File: src/rtl/rs_entry_alloc.sv
// Reservation-station entry allocator: keeps the RS busy vector and grants
// up to two free entries per cycle (lowest free to slot 1, highest free to slot 2).
module rs_entry_alloc #(
    parameter int ENTSEL = 3,
    parameter int ENTNUM = 8
) (
    input  logic              clk,
    input  logic              reset,
    input  logic              req1,
    input  logic              req2,
    input  logic              stall_dp,
    output logic              alloc_ok,
    output logic [ENTSEL-1:0] alloc_ent1,
    output logic [ENTSEL-1:0] alloc_ent2,
    output logic              alloc_fire,
    input  logic              free_en,
    input  logic [ENTSEL-1:0] free_ent,
    input  logic [ENTNUM-1:0] kill_vec,
    output logic [ENTNUM-1:0] busy_vec,
    output logic [ENTSEL:0]   free_cnt,
    output logic              err_free
);

    logic [ENTNUM-1:0] busy_reg, busy_next;
    logic [ENTNUM-1:0] free_vec, free_dec, ent1_oh, ent2_oh, set_vec, clr_vec;
    logic [ENTSEL:0]   free_cnt_reg, free_cnt_next;
    logic              err_reg, err_next;
    logic [1:0]        req_cnt;
    logic              bad_free;

    assign free_vec = ~busy_reg;

    // Priority scans: the last match wins, so scanning downward yields the
    // lowest free index and scanning upward yields the highest.
    always_comb begin
        alloc_ent1 = '0;
        alloc_ent2 = '0;
        for (int i = ENTNUM - 1; i >= 0; i--) begin
            if (free_vec[i]) alloc_ent1 = ENTSEL'(i);
        end
        for (int i = 0; i < ENTNUM; i++) begin
            if (free_vec[i]) alloc_ent2 = ENTSEL'(i);
        end
    end

    assign req_cnt    = {1'b0, req1} + {1'b0, req2};
    assign alloc_ok   = (req_cnt == 2'd0) ||
                        (free_cnt_reg >= {{(ENTSEL-1){1'b0}}, req_cnt});
    assign alloc_fire = (req_cnt != 2'd0) && alloc_ok && !stall_dp &&
                        (kill_vec == '0);

    generate
        for (genvar gi = 0; gi < ENTNUM; gi++) begin : g_ent
            assign free_dec[gi]  = (free_ent == ENTSEL'(gi));
            assign ent1_oh[gi]   = (alloc_ent1 == ENTSEL'(gi));
            assign ent2_oh[gi]   = (alloc_ent2 == ENTSEL'(gi));
            // A lone req2 is served on slot 1, so slot 2 only sets with both requests.
            assign set_vec[gi]   = alloc_fire &&
                                   (ent1_oh[gi] || (req1 && req2 && ent2_oh[gi]));
            assign clr_vec[gi]   = kill_vec[gi] ||
                                   (free_en && busy_reg[gi] && free_dec[gi]);
            assign busy_next[gi] = (busy_reg[gi] || set_vec[gi]) && !clr_vec[gi];
        end
    endgenerate

    // Out-of-range indices match no decode bit, so they also flag an error.
    assign bad_free = free_en && !(|(busy_reg & free_dec));
    assign err_next = err_reg || bad_free;

    always_comb begin
        free_cnt_next = (ENTSEL+1)'(ENTNUM);
        for (int i = 0; i < ENTNUM; i++) begin
            free_cnt_next = free_cnt_next - (ENTSEL+1)'(busy_next[i]);
        end
    end

    always_ff @(posedge clk) begin
        if (reset) begin
            busy_reg     <= '0;
            free_cnt_reg <= (ENTSEL+1)'(ENTNUM);
            err_reg      <= 1'b0;
        end else begin
            busy_reg     <= busy_next;
            free_cnt_reg <= free_cnt_next;
            err_reg      <= err_next;
        end
    end

    assign busy_vec = busy_reg;
    assign free_cnt = free_cnt_reg;
    assign err_free = err_reg;

endmodule

File: config.mk
export PLATFORM = sky130hd
export DESIGN_NAME = rs_entry_alloc
export DESIGN_NICKNAME = d
export VERILOG_FILES = /design/src/rtl/rs_entry_alloc.sv
export SDC_FILE = /design/constraint.sdc
export NUM_CORES = 1
export LEC_CHECK = 0
export ABC_AREA = 1
export CORE_ASPECT_RATIO = 2
export CORE_UTILIZATION = 41
export DETAILED_ROUTE_END_ITERATION = 12
export PLACE_DENSITY = 0.79
export SYNTH_ARGS = -nofsm -noshare
export SYNTH_HDL_FRONTEND = slang
export SYNTH_SLANG_ARGS = --single-unit
export TNS_END_PERCENT = 30
File: constraint.sdc
create_clock -name clk -period 3.85 [get_ports clk]
set_input_delay 0.77 -clock clk [delete_from_list [all_inputs] [get_ports clk]]
set_output_delay 0.77 -clock clk [all_outputs]
set_load 0.01 [all_outputs]
==> results of run 1 <==
[final timing paths]
path	slack [ns]	end
setup reg to reg	0.33	free_cnt[2]
hold reg to reg	0.45	err_free
hold / removal	0.45	err_free
setup / recovery	0.06	free_cnt[2]
[layout by cell type (no fill, tap or decap)]
| master | n |
|---|---|
| a21o_1 | 2 |
| a21oi_1 | 8 |
| a21oi_2 | 1 |
| a21oi_4 | 1 |
| buf_4 | 36 |
| buf_6 | 3 |
| buf_8 | 1 |
| clkbuf_1 | 1 |
| clkbuf_2 | 5 |
| clkbuf_8 | 3 |
| clkdlybuf4s15_1 | 2 |
| clkdlybuf4s50_1 | 27 |
| dfxtp_1 | 13 |
| dlygate4sd2_1 | 1 |
| fa_1 | 3 |
| fa_2 | 1 |
| ha_1 | 2 |
| ha_2 | 2 |
| ha_4 | 4 |
| inv_1 | 29 |
| inv_2 | 9 |
| inv_4 | 1 |
| nand2_1 | 31 |
| nand2_2 | 15 |
| nand3_1 | 13 |
| nand3_2 | 2 |
| nand3b_1 | 1 |
| nand4_1 | 4 |
| nor2_1 | 9 |
| nor2_2 | 10 |
| nor2_4 | 1 |
| nor3_1 | 7 |
| nor3_2 | 1 |
| nor4_1 | 2 |
| nor4_2 | 1 |
| o21ai_1 | 3 |
| o21ai_4 | 1 |
| or2_2 | 1 |
[layout make-up]
cell class	instances	area share, %
Timing Repair Buffer	75	32.2
Tap cell	29	1.82
Clock buffer	4	2.26
Multi-Input combinational cell	126	43.2
Inverter	39	7.47
Sequential cell	13	13.0
[cell families (layout without fill, tap and decap cells)]
kind of cell | count (synthesis) | count (layout) | share of synthesized area, %
buffers and inverters | 41 | 118 | 13.0
adder cells (fa/ha/maj) | 12 | 12 | 15.3
flip-flops | 13 | 13 | 22.1
AO/OA/AOI/OAI | 16 | 16 | 8.48
AND/OR/NAND/NOR | 98 | 98 | 41.1
[layer usage]
metal	up-vias	routed length, um
met1	683	1420
met2	38	2230
met4	0	179
li1	724	-
met3	17	98
met5	-	0
[power breakdown]
part | leakage, uW | total [uW] | switching, uW | internal (uW)
logic | 0.000803 | 58.8 | 26.9 | 31.8
clock network | 0.0000228 | 126 | 52.6 | 73.3
registers | 0.000105 | 136 | 0.395 | 135
[metrics by stage]
stage | std cells | util [%]
global route | 286 | 72.9
detailed placement | 263 | 63.2
floorplan | 180 | -
global placement | 263 | 63.2
CTS | 285 | 71.6
finish | 286 | 72.9
[timing repair]
action,in CTS,in global routing
pin swaps,18,17
setup endpoints to repair,3,4
buffers inserted,18,2
resized for setup,34,20
[synth_stat cells, drive strengths merged]
master  count
nand2      46
inv        39
nor2       20
nand3      15
dfxtp      13
a21oi      10
ha          8
nor3        8
fa          4
nand4       4
o21ai       4
nor4        3
a21o        2
buf         2
nand3b      1
or2         1
[worst max-delay path: stages]
cell	delay, ns
buf_6	0.10
inv_2	0.06
ha_4	0.20
ha_4	0.26
o21ai_4	0.06
a21oi_4	0.27
nand2_1	0.10
nand2_1	0.09
nand2_2	0.07
fa_1	0.58
ha_2	0.19
inv_2	0.04
fa_1	0.45
fa_2	0.35
inv_2	0.07
ha_4	0.19
inv_2	0.04
nor2_2	0.03
==> impl_metrics.env, run 1 <==
export IMPL_end_kind="register"
export IMPL_grt_busiest_layer="met2"
export IMPL_whs_path_depth=2
export IMPL_grt_antenna_before_repair=0
export IMPL_status="finished, final reports clean"
export IMPL_ys_seq_elements=13
export IMPL_worstHoldPathType="reg2reg"
export IMPL_first_pass_iters=4
export IMPL_hold_ws_ns=0.451
export IMPL_period_share_pct=98.4
export IMPL_die_h_um=77.9
export IMPL_drc_errors=0
export IMPL_worstSetupPathType="in2reg"
export IMPL_holdBufCountCts=0
export IMPL_cts_tree="done"
export IMPL_dpl_hpwl_mm=2.69
export IMPL_cp_required_ns=3.96
export IMPL_grt_first_pass_wirelength_mm=6.38
export IMPL_finalCriticalPeriod_ns=3.79
export IMPL_drv_cap=0
export IMPL_finalInstanceArea_um2=1990
export IMPL_drtIter0Drc=27
export IMPL_area_growth_pct=69.0
export IMPL_place_area_um2=1730
export IMPL_power_density_nw_per_um2=161
export IMPL_fmax_mhz=264
export IMPL_synth_largest_area_cell="dfxtp_1"
export IMPL_clock_latency_ns=0.25
export IMPL_largest_reg_flops=8
export IMPL_numCtsBuffers=3
export IMPL_r2r_cells=18
export IMPL_hp_start="err_free"
export IMPL_clk_pin_slew_ns=0.06
export IMPL_skew_ns=0.00146
export IMPL_insertedDiodeCount=0
export IMPL_syn_num_nets=209
export IMPL_groute_usage_overall_pct=29.4
export IMPL_ant_nets=0
export IMPL_arrival_ns=3.90
export IMPL_synth_top_area_share_pct=22.1
export IMPL_yosys_warnings=0
export IMPL_use_met1_pct=28.9
export IMPL_clkSinkCount=13
export IMPL_place_congestion=0.814
export IMPL_dieArea_um2=3110
export IMPL_placementRows=27
export IMPL_total_power_uw=320
export IMPL_syn_cell_area_um2=1180
export IMPL_hold_violations=0
export IMPL_grt_met2_usage_pct=50.0
export IMPL_rsz0062_at_grt="yes"
export IMPL_via_per_inst=5.11
export IMPL_ys_seq_area_share_pct=22.1
export IMPL_drt_total_wl_mm=3.93
export IMPL_crit_path_max_fanout=7
export IMPL_num_vias=1462
export IMPL_fillers=211
export IMPL_wire_per_inst_um=13.7
export IMPL_synthDistinctLibCells=23
export IMPL_rr_startpoint="busy_vec[7]"
export IMPL_avgSynthCellArea_um2=6.55
export IMPL_grt_pass1_vias=1544
export IMPL_start_util_pct=43.1
export IMPL_clk_path_buf_depth=2
export IMPL_p_leak_uw=0.000930
export IMPL_seqCellArea_um2=260
export IMPL_met3_usage_pct=4.00
export IMPL_crit_start="req2"
export IMPL_io_buffers=37
export IMPL_fin_nets=287
export IMPL_relSlewSlack_pct=51.2
export IMPL_finalSetupTns_ns=0
export IMPL_worstMarginPinSlew_ns=0.729
export IMPL_root_buffer="clkbuf_8"
export IMPL_drive_gt1_share_pct=38.5
export IMPL_die_w_um=39.9
export IMPL_synth_area_leaders="dfxtp_1 22%, inv_1 11%, nand2_1 10%, ha_1 8.5%, nand2_2 6.9%"
export IMPL_netlist_instances=180
export IMPL_htreeDepth=1
export IMPL_pre_cts_ws_ns=-0.692
export IMPL_gr_total_overflow=0
export IMPL_peakVddDrop_v=0.000179
export IMPL_setup_viol=0
export IMPL_multi_input_area_um2=861
export IMPL_fin_ws_ns=0.0620
export IMPL_core_um2=2740
export IMPL_grt_max_degree=14
export IMPL_drv_slew=0
export IMPL_ioPinCount=38
export IMPL_cp_start_kind="input pin"
(Power assumes the default switching activity.)
==> run 2: changes to the inputs <==
Settings changed: PLACE_DENSITY 0.79 to 0.75, REMOVE_ABC_BUFFERS set to 1.
==> run 2 against run 1 <==
  * Hold slack better by 0.0071 ns
  * Final area is 5.1% lower
  * Routed wire length is 12% lower
  * Setup slack worse by 0.025 ns
  * Register-to-register slack better by 0.07 ns
  * Critical endpoint unchanged
  * Highest routed layer unchanged
==> impl_metrics.env, run 2 (synthesized netlist as in run 1, its figures left out) <==
export IMPL_status="finished, final reports clean"
export IMPL_drv_slew=0
export IMPL_rr_startpoint="busy_vec[7]"
export IMPL_dp_cells=265
export IMPL_peakVddDrop_v=0.000203
export IMPL_largest_reg_flops=8
export IMPL_num_vias=1365
export IMPL_hold_violations=0
export IMPL_via_per_inst=5.02
export IMPL_grt_pass1_vias=1337
export IMPL_critPathMaxStageDelay_ns=0.56
export IMPL_drtIter0Drc=19
export IMPL_start_util_pct=43.1
export IMPL_wire_per_inst_um=12.7
export IMPL_finalCriticalPeriod_ns=3.81
export IMPL_r2r_cells=22
export IMPL_grt_max_degree=14
export IMPL_insertedDiodeCount=0
export IMPL_period_share_pct=99.0
export IMPL_root_buffer="clkbuf_8"
export IMPL_arrival_ns=3.93
export IMPL_core_um2=2740
export IMPL_fmax_mhz=262
export IMPL_cp_required_ns=3.97
export IMPL_drt_total_wl_mm=3.44
export IMPL_die_w_um=39.9
export IMPL_reg2reg_slack_ns=0.40
export IMPL_holdBufCountCts=0
export IMPL_whs_path_depth=2
export IMPL_drc_errors=0
export IMPL_ant_nets=0
export IMPL_crit_path_cell_trace="buf_8 > inv_4 > ha_4 > ha_4 > o21ai_4 > a21oi_4 > nand4_1 > nand2_1 > nand2_2 > fa_1 > ha_2 > inv_2 > fa_1 > fa_2 > inv_2 > ha_4 > inv_2 > nor2_2"
export IMPL_cts_tree="done"
export IMPL_crit_slowest_cell="fa_1"
export IMPL_skew_ns=0.00268
export IMPL_reg2reg_to="free_cnt[2]"
export IMPL_gr_total_overflow=0
export IMPL_worstHoldPathType="reg2reg"
export IMPL_dieArea_um2=3110
export IMPL_ioPinCount=38
export IMPL_placementRows=27
export IMPL_grt_first_pass_wirelength_mm=5.39
export IMPL_finalSetupTns_ns=0
export IMPL_fillers=230
export IMPL_setup_viol=0
export IMPL_final_common_cell="nand2_1"
export IMPL_power_density_nw_per_um2=166
export IMPL_clock_latency_ns=0.24
export IMPL_grt_antenna_before_repair=0
export IMPL_dpl_hpwl_mm=2.77
export IMPL_relSlewSlack_pct=60.5
export IMPL_hp_start="err_free"
export IMPL_end_kind="register"
export IMPL_clkSinkCount=13
export IMPL_area_growth_pct=60.3
export IMPL_finalNonFillerCells=272
export IMPL_p_leak_uw=0.000879
export IMPL_numCtsBuffers=3
export IMPL_place_congestion=0.933
export IMPL_clk_path_buf_depth=2
export IMPL_crit_path_max_fanout=8
export IMPL_drive_gt1_share_pct=34.2
export IMPL_drv_cap=0
export IMPL_first_pass_iters=4
export IMPL_fin_nets=273
export IMPL_worstSetupPathType="in2reg"
export IMPL_io_buffers=37
export IMPL_clk_pin_slew_ns=0.05
export IMPL_worstMarginPinSlew_ns=0.591
export IMPL_worst_hold_path_endpoint="err_free"
export IMPL_htreeDepth=1
export IMPL_final_cell_mix="31 x nand2_1, 29 x inv_1, 27 x clkdlybuf4s50_1"
export IMPL_cp_start_kind="input pin"
export IMPL_groute_usage_overall_pct=24.4
export IMPL_rsz0062_at_grt="yes"
export IMPL_die_h_um=77.9
export IMPL_hold_ws_ns=0.458
run 2: worst max-delay path by stage:
stage	depth (start not counted)	endpoint	slack [ns]	start
after floorplan	17	free_cnt[2]	-0.20	req1
after global placement	18	free_cnt[2]	-0.83	req1
after detailed placement	18	free_cnt[2]	-0.89	req1
after CTS	18	free_cnt[2]	0.005	req2
after global routing	18	free_cnt[2]	-0.1	req1
final	18	free_cnt[2]	0.04	req1
run 2: through the flow:
| step | util, % | cell area (um2) | setup WS (ns) | power, uW |
|---|---|---|---|---|
| 2_1_floorplan | - | 1170 | -0.201 | 152 |
| 3_3_place_gp | 63.5 | 1740 | -0.825 | 187 |
| 3_5_place_dp | 63.5 | 1740 | -0.895 | 188 |
| 4_1_cts | 66.0 | 1810 | 0.00547 | 306 |
| 5_1_grt | 69.1 | 1890 | -0.0959 | 326 |
| 6_report | 69.1 | 1890 | 0.0372 | 315 |
run 2: final cells by class:
class,count,area [um2],area share [%]
multi-input combinational,126,862,45.6
clock buffer,4,45.0,2.38
tap,29,36.3,1.92
sequential,13,260,13.8
timing repair buffer,61,537,28.4
inverter,39,151,8.00
run 2: power breakdown:
part | switching, uW | internal (uW)
clock | 47.8 | 73.1
combinational | 27.5 | 30.7
sequential | 0.392 | 135
run 2: critical path, delay by kind of cell:
kind,cells,cell delay [ns]
adders and majority gates,7,2.27
buffers and inverters,5,0.30
AOI/OAI and AO/OA,2,0.29
and+or+nand+nor,4,0.29
run 2: what timing repair did:
action                     4_1_cts  5_1_grt
setup endpoints to repair        3        3
pin swaps                       22       18
resized for setup               24       31
buffers inserted                 3        0
run 2: metal layers:
| metal | share of wire (%) | vias up | track usage [%] |
|---|---|---|---|
| met5 | 0 | - | 0 |
| met2 | 59 | 37 | 44.8 |
| li1 | - | 690 | - |
| met3 | 2.2 | 10 | 1.14 |
| met1 | 35 | 628 | 25.0 |
| met4 | 3.2 | 0 | 11.7 |
